$ cat src/rtl/alu_arbiter.sv
// Round-robin arbiter sharing one single-cycle ALU between two valid/ready requesters.
// Optional multi-cycle multiply hold (op 3'b101) enabled by defining ALU_ARB_MUL_MULTICYCLE_EN.
module alu_arbiter #(
  parameter int unsigned MUL_CYCLES = 4
) (
  input  logic        clk_i,
  input  logic        rst_i,
  input  logic        req0_valid_i,
  output logic        req0_ready_o,
  input  logic [31:0] req0_data1_i,
  input  logic [31:0] req0_data2_i,
  input  logic [2:0]  req0_ctrl_i,
  output logic        resp0_valid_o,
  input  logic        resp0_ready_i,
  output logic [31:0] resp0_data_o,
  input  logic        req1_valid_i,
  output logic        req1_ready_o,
  input  logic [31:0] req1_data1_i,
  input  logic [31:0] req1_data2_i,
  input  logic [2:0]  req1_ctrl_i,
  output logic        resp1_valid_o,
  input  logic        resp1_ready_i,
  output logic [31:0] resp1_data_o,
  output logic [31:0] alu_data1_o,
  output logic [31:0] alu_data2_o,
  output logic [2:0]  alu_ctrl_o,
  input  logic [31:0] alu_data_i
);

  localparam logic [1:0] IDLE  = 2'd0;
  localparam logic [1:0] EXEC  = 2'd1;
`ifdef ALU_ARB_MUL_MULTICYCLE_EN
  localparam logic [1:0] MWAIT = 2'd2;
  localparam logic [2:0] CTRL_MUL = 3'b101;
  localparam logic [3:0] MUL_LOAD = 4'(MUL_CYCLES - 1);
`endif
  localparam logic [1:0] RESP  = 2'd3;

  if (MUL_CYCLES < 1 || MUL_CYCLES > 15) begin : g_mul_cycles_range
    $error("alu_arbiter: MUL_CYCLES must be in 1..15");
  end

  logic [1:0]  state_q, state_d;
  logic [31:0] op1_q, op1_d;
  logic [31:0] op2_q, op2_d;
  logic [2:0]  ctrl_q, ctrl_d;
  logic        owner_q, owner_d;
  logic        last_grant_q, last_grant_d;
  logic [31:0] result_q, result_d;
  logic        grant0, grant1;
`ifdef ALU_ARB_MUL_MULTICYCLE_EN
  logic [3:0]  cnt_q, cnt_d;
`endif

  always_comb begin
    state_d      = state_q;
    op1_d        = op1_q;
    op2_d        = op2_q;
    ctrl_d       = ctrl_q;
    owner_d      = owner_q;
    last_grant_d = last_grant_q;
    result_d     = result_q;
`ifdef ALU_ARB_MUL_MULTICYCLE_EN
    cnt_d        = cnt_q;
`endif

    // Gated by rst_i so the ready outputs read 0 while reset is held.
    grant0 = rst_i && (state_q == IDLE) && req0_valid_i && (!req1_valid_i || last_grant_q);
    grant1 = rst_i && (state_q == IDLE) && req1_valid_i && (!req0_valid_i || !last_grant_q);

    case (state_q)
      IDLE: begin
        if (grant0) begin
          op1_d        = req0_data1_i;
          op2_d        = req0_data2_i;
          ctrl_d       = req0_ctrl_i;
          owner_d      = 1'b0;
          last_grant_d = 1'b0;
          state_d      = EXEC;
        end else if (grant1) begin
          op1_d        = req1_data1_i;
          op2_d        = req1_data2_i;
          ctrl_d       = req1_ctrl_i;
          owner_d      = 1'b1;
          last_grant_d = 1'b1;
          state_d      = EXEC;
        end
      end
      EXEC: begin
`ifdef ALU_ARB_MUL_MULTICYCLE_EN
        if (ctrl_q == CTRL_MUL && MUL_CYCLES > 1) begin
          cnt_d   = MUL_LOAD;
          state_d = MWAIT;
        end else begin
          result_d = alu_data_i;
          state_d  = RESP;
        end
`else
        result_d = alu_data_i;
        state_d  = RESP;
`endif
      end
`ifdef ALU_ARB_MUL_MULTICYCLE_EN
      // EXEC is the first execute cycle, so MWAIT spans MUL_CYCLES-1 cycles.
      MWAIT: begin
        if (cnt_q == 4'd1) begin
          result_d = alu_data_i;
          state_d  = RESP;
        end else begin
          cnt_d = cnt_q - 4'd1;
        end
      end
`endif
      RESP: begin
        if (owner_q ? resp1_ready_i : resp0_ready_i) state_d = IDLE;
      end
      default: state_d = IDLE;
    endcase
  end

  always_ff @(posedge clk_i or negedge rst_i) begin
    if (!rst_i) begin
      state_q      <= IDLE;
      op1_q        <= '0;
      op2_q        <= '0;
      ctrl_q       <= '0;
      owner_q      <= 1'b0;
      last_grant_q <= 1'b1;
      result_q     <= '0;
`ifdef ALU_ARB_MUL_MULTICYCLE_EN
      cnt_q        <= '0;
`endif
    end else begin
      state_q      <= state_d;
      op1_q        <= op1_d;
      op2_q        <= op2_d;
      ctrl_q       <= ctrl_d;
      owner_q      <= owner_d;
      last_grant_q <= last_grant_d;
      result_q     <= result_d;
`ifdef ALU_ARB_MUL_MULTICYCLE_EN
      cnt_q        <= cnt_d;
`endif
    end
  end

  assign req0_ready_o  = grant0;
  assign req1_ready_o  = grant1;
  assign resp0_valid_o = (state_q == RESP) && !owner_q;
  assign resp1_valid_o = (state_q == RESP) && owner_q;
  assign resp0_data_o  = result_q;
  assign resp1_data_o  = result_q;
  assign alu_data1_o   = op1_q;
  assign alu_data2_o   = op2_q;
  assign alu_ctrl_o    = ctrl_q;

endmodule

$ cat config.mk
export PLATFORM = sky130hd
export DESIGN_NAME = alu_arbiter
export DESIGN_NICKNAME = d
export VERILOG_FILES = /design/src/rtl/alu_arbiter.sv
export SDC_FILE = /design/constraint.sdc
export NUM_CORES = 1
export LEC_CHECK = 0
export CAP_MARGIN = 20
export CELL_PAD_IN_SITES_DETAIL_PLACEMENT = 0
export CELL_PAD_IN_SITES_GLOBAL_PLACEMENT = 1
export CORE_AREA = 2 2 117 119
export DETAILED_ROUTE_END_ITERATION = 6
export DIE_AREA = 0 0 119 121
export DONT_BUFFER_PORTS = 1
export HOLD_SLACK_MARGIN = 0.08
export PLACE_DENSITY = 0.71
export SKIP_CTS_REPAIR_TIMING = 1
export SLEW_MARGIN = 30
export SYNTH_ARGS = -nofsm -noshare
export SYNTH_HDL_FRONTEND = slang
export SYNTH_SLANG_ARGS = --single-unit
$ cat constraint.sdc
create_clock -name clk_i -period 2.65 [get_ports clk_i]
set_input_delay 0.265 -clock clk_i [delete_from_list [all_inputs] [get_ports clk_i]]
set_output_delay 0.265 -clock clk_i [all_outputs]
set_load 0.02 [all_outputs]
==> impl_metrics.tcl, run 1 <==
set metrics [dict create \
    ant_nets 0 \
    p_comb_frac 0.264 \
    gp_congestion 0.7507 \
    critical_path_required_ns 2.38 \
    regArea_sq_um 2579 \
    hold_class "input port to asynchronous set/reset pin" \
    clkTransAtPathRegs_ns 0.07 \
    dieArea_sq_um 14400 \
    ys.flop_type "dfrtp_1" \
    fmax_ghz 0.4511 \
    cts.sink_count 103 \
    powerDensity_nw_per_um2 1295 \
    p_int_uw 3998 \
    drt-total-wl_microns 16920 \
    start_util 0.4074 \
    syn_avg_cell_area_sq_um 10.08 \
    diodes 0 \
    nNetsFinal 683 \
    ys_types 28 \
    wl_per_cell_microns 24.45 \
    ff2ff_setup_slack_ns 0.80 \
    setup_tns_ns 0 \
    p_clk_frac 0.172 \
    vias 4544 \
    fp.dieW_microns 119 \
    power.leakage_uw 0.002168 \
    crit_fanout 38 \
    path_class "flip-flop to primary output" \
    grt_max_degree 106 \
    clock-root-buffer "clkbuf_16" \
    htree_num_levels 3 \
    synth_edf_count 0 \
    r2r-end "alu_data1_o[4]" \
    io_pins 307 \
    maxCapViolations 0 \
    finish.instance_area_sq_um 6030 \
    ys_ff_latch 103 \
    drtIter0Drc 310 \
    synth.top_cell.area_share 0.4788 \
    period_share 0.8366 \
    drc 0 \
    drt-vias-per-instance 6.566 \
    clock_latency_ns 0.35 \
    swShare 0.4878 \
    slew_viol_final 0 \
    relSlewSlack 0.4852 \
    period_needed_ns 2.217 \
    tightest_slew_ns 0.7722 \
    clk_path_buf_depth 2 \
    overflow 0 \
    vdd_drop_max_v 0.0004749 \
    cts_tree "yes" \
    ys_seq_area_frac 0.4837 \
    finalSetupViolCount 0 \
    synth_area_leader_cell "dfrtp_1" \
    netlist_top_cells_area "dfrtp_1, o31ai_1, a31oi_1, nand4_1, mux2_2" \
    hpwl_microns 10730 \
    crit-reg2reg-launch "state_q[0]" \
    cts_buffers 9 \
    hold_ws_ns -0.4007 \
    netlist_area_sq_um 5331 \
    p_switching_uw 3808 \
    grt_pass1_wl_microns 24620 \
    synthToLayoutAreaGrowth_pct 13.10 \
    grt_pass1_vias 4040 \
    rsz0062_at_grt "false" \
    drive_gt1_frac 0.1376 \
    crit_path_start_kind "flip-flop" \
    hold_viol 103 \
    mostFrequentLayoutCell "dfrtp_1" \
    final_cells 692 \
    place_inst 615 \
    synth_warnings 0 \
    violations "negative hold slack" \
    fin_util 0.4608 \
    rr_worst_depth 4 \
    rows 42 \
    coreArea_sq_um 13090 \
    num-fill-cells 1203 \
    async_flop_share 1.000 \
    multi_input_area_sq_um 2180 \
    pwr-share-seq 0.564 \
    first_pass_iters 5 \
    die_h_microns 121 \
    cp.arrival_ns 1.95 \
    antenna_found_initial 0 \
    portBuffers 0 \
    synthesis.nets 701 \
    synth_cells 529 \
    crit_path_end_kind "primary output" \
    postPlaceCellArea_sq_um 5120 \
    outcome "finished, violations left" \
    skew_ns 0.005804 \
    final_cell_mix "dfrtp_1, o31ai_1, nand4_1, a21oi_1, a31oi_1" \
    gr-usage-all-layers 0.2198 \
]
power groups by stage:
stage	clock, uW	combinational, uW	sequential (uW)
CTS	1390	1990	4420
detailed placement	0	1990	4450
floorplan	0	2380	3780
global placement	0	1900	4430
global route	1450	2300	4510
finish	1340	2060	4400
layout make-up:
cell class / count / share of cell area
Tap cell: 176 / 0.03652
Inverter: 1 / 0.0006225
Multi-Input combinational cell: 320 / 0.3615
Timing Repair Buffer: 76 / 0.1241
Clock buffer: 10 / 0.03963
Sequential cell: 103 / 0.4277
Clock inverter: 6 / 0.009961
kinds of logic after synthesis:
kind of cell | count (synthesis) | synth area share
multiplexers | 33 | 0.06970
AO/OA/AOI/OAI | 204 | 0.2396
buffers and inverters | 106 | 0.1110
flip-flops | 103 | 0.4837
AND/OR/NAND/NOR | 83 | 0.09598
through the flow:
stage / worst slack, ns / total power (uW)
final: 0.4331 / 7806
after global routing: 0.3363 / 8260
after floorplan: 0.7415 / 6163
after global placement: 0.8072 / 6332
after CTS: 0.4236 / 7802
after detailed placement: 0.8190 / 6438
sequential cells by signal, indices dropped and copies added (netlist names):
name	cells
last_grant_q	1
resp0_data_o	32
alu_ctrl_o	3
owner_q	1
alu_data1_o	32
alu_data2_o	32
state_q	2
per-layer routing:
layer  GRT usage  wire [microns]  up-vias
li1            -               -     1984
met1      0.2703            6426     2245
met2      0.3578            8465      297
met4     0.06176             240        0
met5           0               0        -
met3     0.08835            1790       18
synth_stat cells (2+ instances only):
cell type	count
dfrtp_1	102
nand2_1	3
mux2_1	2
buf_2	22
buf_1	3
nand4_1	67
clkbuf_1	41
buf_6	6
a31oi_1	67
mux2_2	31
a21oi_1	67
and3_1	2
or2_1	2
nand2b_1	2
nor2b_1	2
buf_4	32
o31ai_1	67
worst max-delay path: stages (launching register included):
cell     delay [ns]
dfrtp_1        0.42
or3b_2         0.49
buf_4          0.28
nor3_1         0.22
buf_4          0.18
how the worst max path moves through the flow:
stage	end	slack, ns	cells past startpoint	startpoint
after floorplan	req0_ready_o	0.74	5	state_q[0]
after global placement	req0_ready_o	0.81	4	state_q[0]
after detailed placement	req0_ready_o	0.82	4	state_q[0]
after CTS	req0_ready_o	0.42	4	state_q[0]
after global routing	req0_ready_o	0.34	4	state_q[0]
final	req0_ready_o	0.43	4	state_q[0]
Power figures use the tool's default switching activity.
==> run 2, diff against run 1 <==
- ABC_AREA: default -> 1
- CORE_AREA: 2 2 117 119 -> default
- CORE_UTILIZATION: default -> 39
- DIE_AREA: 0 0 119 121 -> default
- PLACE_DENSITY: 0.71 -> 0.74
- clock period: 2.65 -> 2 ns (I/O delays scaled with it)
==> run 2 against run 1 <==
- the run still ends with negative hold slack left
- critical path depth rose by 4
- worst hold slack got worse by 0.053 ns
- wire length fell by 14%
- flip-flop and latch count did not move
- die area rose by 3.0%
- synthesized cell count rose by 35%
- clock skew rose by 0.0021 ns
- non-clock buffer count fell by 22
==> impl_metrics.tcl, run 2 <==
set metrics [dict create \
    period_share 0.9366 \
    hold_ws_ns -0.4540 \
    cts_tree "yes" \
    syn_avg_cell_area_sq_um 7.840 \
    die_h_microns 121.8 \
    p_switching_uw 4673 \
    hold_class "input port to asynchronous set/reset pin" \
    crit_path_start_kind "flip-flop" \
    tightest_slew_ns 0.4986 \
    portBuffers 0 \
    drive_gt1_frac 0.09618 \
    crit_fanout 69 \
    synth_cells 714 \
    dieArea_sq_um 14840 \
    synthToLayoutAreaGrowth_pct 11.15 \
    diodes 0 \
    synth_top_cells_by_count "nand3_1, nand2_1, inv_1" \
    nNetsFinal 874 \
    synthesis.nets 886 \
    path_class "flip-flop to primary output" \
    clock-root-buffer "clkbuf_16" \
    slew_viol_final 0 \
    fmax_ghz 0.5339 \
    antenna_found_initial 0 \
    clk_path_buf_depth 2 \
    slowest_delay_ns 0.53 \
    period_needed_ns 1.873 \
    cp_cell_sequence "inv_1 > nand2_1 > nand2_1 > inv_2 > nand2_4 > buf_12 > inv_2 > buf_4" \
    vdd_drop_max_v 0.0004839 \
    grt_pass1_vias 4114 \
    powerDensity_nw_per_um2 1578 \
    htree_num_levels 3 \
    ant_nets 0 \
    critical_path_required_ns 1.80 \
    synth_warnings 0 \
    p_int_uw 5143 \
    crit_slowest_cell "dfstp_2" \
    rsz0062_at_grt "false" \
    hold_viol 103 \
    num-fill-cells 1375 \
    fp.dieW_microns 121.8 \
    start_util 0.4017 \
    setup_tns_ns 0 \
    grt_max_degree 106 \
    outcome "finished, violations left" \
    coreArea_sq_um 13930 \
    ys_ff_latch 103 \
    cp.arrival_ns 1.67 \
    final_cell_mix "nand3_1, nand2_1, inv_1" \
    ys_types 17 \
    io_pins 307 \
    vias 4555 \
    synth.most_common_cell "nand3_1" \
    gr-usage-all-layers 0.1830 \
    relSlewSlack 0.6664 \
    maxCapViolations 0 \
    hpwl_microns 9821 \
    ys_seq_area_frac 0.4607 \
    ys.flop_type "dfrtp_1" \
    cts.sink_count 103 \
    overflow 0 \
    crit_family "buffers and inverters" \
    cts_buffers 9 \
    drc 0 \
    p_clk_frac 0.180 \
    p_comb_frac 0.252 \
    grt_pass1_wl_microns 21070 \
    skew_ns 0.007880 \
    violations "negative hold slack" \
    netlist_top_cells_area "dfrtp_1, nand3_1, nand2_1, inv_1, mux2_2" \
    pwr-share-seq 0.567 \
    clkTransAtPathRegs_ns 0.07 \
    synth_edf_count 0 \
    netlist_area_sq_um 5598 \
    rows 43 \
    clock_latency_ns 0.34 \
    mostFrequentLayoutCell "nand3_1" \
    drt-total-wl_microns 14500 \
    drtIter0Drc 226 \
    synth_area_leader_cell "dfrtp_1" \
    crit_path_end_kind "primary output" \
    crit_buf_inv 5 \
    power.leakage_uw 0.003465 \
    synth.top_cell.area_share 0.4560 \
    gp_congestion 0.7979 \
    drt-vias-per-instance 5.135 \
    finalSetupViolCount 0 \
    swShare 0.4761 \
    first_pass_iters 7 \
    async_flop_share 1.000 \
    wl_per_cell_microns 16.35 \
]
-- run 2: through the flow --
stage	power, uW	utilization	instance area (sq um)	instances	setup WS (ns)
4_1_cts	9861	0.4151	5784	843	0.01578
2_1_floorplan	7772	-	5598	714	0.6295
3_5_place_dp	8052	0.3938	5488	827	0.4046
6_report	9816	0.4465	6222	887	0.1268
5_1_grt	10410	0.4465	6222	887	0.009498
3_3_place_gp	7934	0.3938	5488	827	0.4438
-- run 2: kinds of logic (layout without fill, tap and decap cells) --
group / count (synthesis) / count (layout) / synth area share
multiplexers: 32 / 32 / 0.06437
AO/OA/AOI/OAI: 3 / 3 / 0.003353
flip-flops: 103 / 103 / 0.4607
buffers and inverters: 221 / 214 / 0.1860
AND/OR/NAND/NOR: 355 / 355 / 0.2856
-- run 2: worst register-to-register path: cells and delay by family, from the launching register on --
kind          cells  cell delay, ns
flops             1            0.53
buf+inv           4            0.51
simple gates      5            0.53
-- run 2: worst paths after layout --
| check | start | endpoint | slack (ns) | cells after the start |
|---|---|---|---|---|
| setup / recovery | last_grant_q | req0_ready_o | 0.13 | 8 |
| hold / removal | rst_i | alu_data1_o[28] | -0.45 | 0 |
| setup reg to reg | last_grant_q | alu_data2_o[25] | 0.33 | 9 |
| hold reg to reg | last_grant_q | last_grant_q | 0.52 | 2 |
| max in group asynchronous | rst_i | last_grant_q | 2.18 | 0 |
| min in group clk_i | req1_data2_i[23] | alu_data2_o[23] | 0.06 | 4 |
-- run 2: power by group through the flow --
stage               registers, uW  logic (uW)  clock network (uW)
finish                       5570        2480                1770
CTS                          5600        2430                1830
global placement             5610        2330                   0
global route                 5700        2800                1910
detailed placement           5620        2430                   0
floorplan                    4810        2960                   0
-- run 2: area by class of cell --
class                      count  area, sq um  area share
clock buffer                  10        229.0     0.03680
clock inverter                 6        67.56     0.01086
inverter                     144        540.5     0.08687
multi-input combinational    390         1993      0.3203
sequential                   103         2579      0.4144
tap                          180        225.2     0.03620
timing repair buffer          54        588.1     0.09451
-- run 2: routing by layer --
metal  wire, microns  up-vias  global-route usage
met1            5557     2165              0.2100
met5               0        -                   0
met4             304        0             0.08256
met3            1289       19             0.05384
li1                -     2148                   -
met2            7348      223              0.3129
==> run 3, diff against run 2 <==
- CORE_AREA: default -> 2 2 119 121
- CORE_UTILIZATION: 39 -> default
- DIE_AREA: default -> 0 0 121 123
- PLACE_DENSITY: 0.74 -> 0.75
- clock period: 2 -> 2.3 ns (I/O delays scaled with it)
==> run 3 against run 2 <==
- worst setup slack improved by 0.14 ns
- global-route usage up 0.32 points
- cell area shrank 2.4%
- core utilization barely moved
- cell count decreased by 1.1%
- largest power group unchanged
- the run still ends with negative hold slack left
- clock-buffer cell count shrank 1
- via count decreased by 2.0%
==> impl_metrics.tcl, run 3 (same netlist as run 2, synthesis figures left out) <==
set metrics [dict create \
    drt-total-wl_microns 14980 \
    total_power_uw 8547 \
    violations "negative hold slack" \
    antenna_found_initial 1 \
    finish.instance_area_sq_um 6072 \
    fmax_ghz 0.4923 \
    grt_pass1_vias 4203 \
    cp.arrival_ns 1.80 \
    relSlewSlack 0.5380 \
    rsz0062_at_grt "false" \
    overflow 0 \
    skew_ns 0.004596 \
    clk_path_buf_depth 2 \
    ant_nets 0 \
    portBuffers 0 \
    path_class "flip-flop to primary output" \
    htree_num_levels 3 \
    finalSetupViolCount 0 \
    postPlaceCellArea_sq_um 5445 \
    maxCapViolations 0 \
    nNetsFinal 863 \
    fp.dieW_microns 121 \
    clock_latency_ns 0.34 \
    powerDensity_nw_per_um2 1408 \
    cts_tree "yes" \
    start_util 0.4113 \
    outcome "finished, violations left" \
    slew_viol_final 0 \
    crit_path_start_kind "flip-flop" \
    cts.sink_count 103 \
    mostFrequentLayoutCell "nand3_1" \
    gr-usage-all-layers 0.1862 \
    first_pass_iters 4 \
    drt-vias-per-instance 5.089 \
    die_h_microns 123 \
    final_cell_mix "nand3_1, nand2_1, inv_1" \
    coreArea_sq_um 13610 \
    crit_fanout 35 \
    grt_max_degree 106 \
    clock-root-buffer "clkbuf_16" \
    hold_ws_ns -0.4252 \
    rows 43 \
    clkTransAtPathRegs_ns 0.07 \
    grt_pass1_wl_microns 21750 \
    vias 4463 \
    vdd_drop_max_v 0.0004740 \
    hold_class "input port to asynchronous set/reset pin" \
    io_pins 307 \
    hpwl_microns 10350 \
    drtIter0Drc 211 \
    power.leakage_uw 0.003398 \
    drive_gt1_frac 0.09770 \
    dieArea_sq_um 14880 \
    crit_path_end_kind "primary output" \
    period_share 0.8832 \
    critical_path_required_ns 2.07 \
    tightest_slew_ns 0.6930 \
    drc 0 \
    period_needed_ns 2.031 \
    gp_congestion 0.7859 \
    setup_tns_ns 0 \
    fin_util 0.4461 \
    wl_per_cell_microns 17.08 \
    synthToLayoutAreaGrowth_pct 8.471 \
    hold_viol 103 \
    cts_buffers 9 \
]
## run 3: cell count changes in the layout (fill, tap and decap cells not counted), sizes merged
cell	change
clkinvlp	+1
diode	+1
dlygate4sd3	-11
inv	+1
clkinv	-1
clkbuf	-1
## run 3: path summary, 6_finish.rpt
kind,startpoint,to,slack (ns),cells after the start
min reg2reg,last_grant_q,last_grant_q,0.52,2
min,rst_i,alu_ctrl_o[0],-0.43,0
max in group asynchronous,rst_i,last_grant_q,2.44,0
min in group clk_i,req1_data1_i[20],alu_data1_o[20],0.09,4
max,last_grant_q,req0_ready_o,0.27,7
max reg2reg,last_grant_q,alu_data1_o[16],0.41,8
## run 3: worst max-delay path, stage by stage (launching register included)
cell     delay, ns
dfstp_2       0.53
inv_1         0.04
nand2_1       0.05
nand2_1       0.10
inv_2         0.10
nand2_4       0.23
inv_1         0.22
buf_4         0.18
## run 3: layer usage
metal,track usage,part of all wire
met4,0.06831,0.013
met5,0,0
met3,0.05858,0.085
met2,0.3287,0.51
met1,0.2116,0.39
## run 3: through the flow
stage	cells	setup WS [ns]	hold WS, ns
CTS	844	0.2330	-0.4449
finish	877	0.2686	-0.4252
global route	877	0.1294	-0.4489
floorplan	714	0.9267	-0.06559
global placement	828	0.4537	-0.06293
detailed placement	828	0.4256	-0.06312
## run 3: cell type report
cell class,instances,area [sq um]
fill,1342,7540
sequential,103,2579
multi-input combinational,390,1993
inverter,144,540.5
timing repair buffer,43,427.9
clock buffer,9,225.2
tap,180,225.2
clock inverter,7,78.83
antenna,1,2.502
## run 3: report_power, final
group	leakage, uW	total [uW]	internal, uW	switching, uW
Sequential	0.00127	4870	2650	2210
Clock	0.000139	1570	856	710
Combinational	0.00199	2120	925	1190
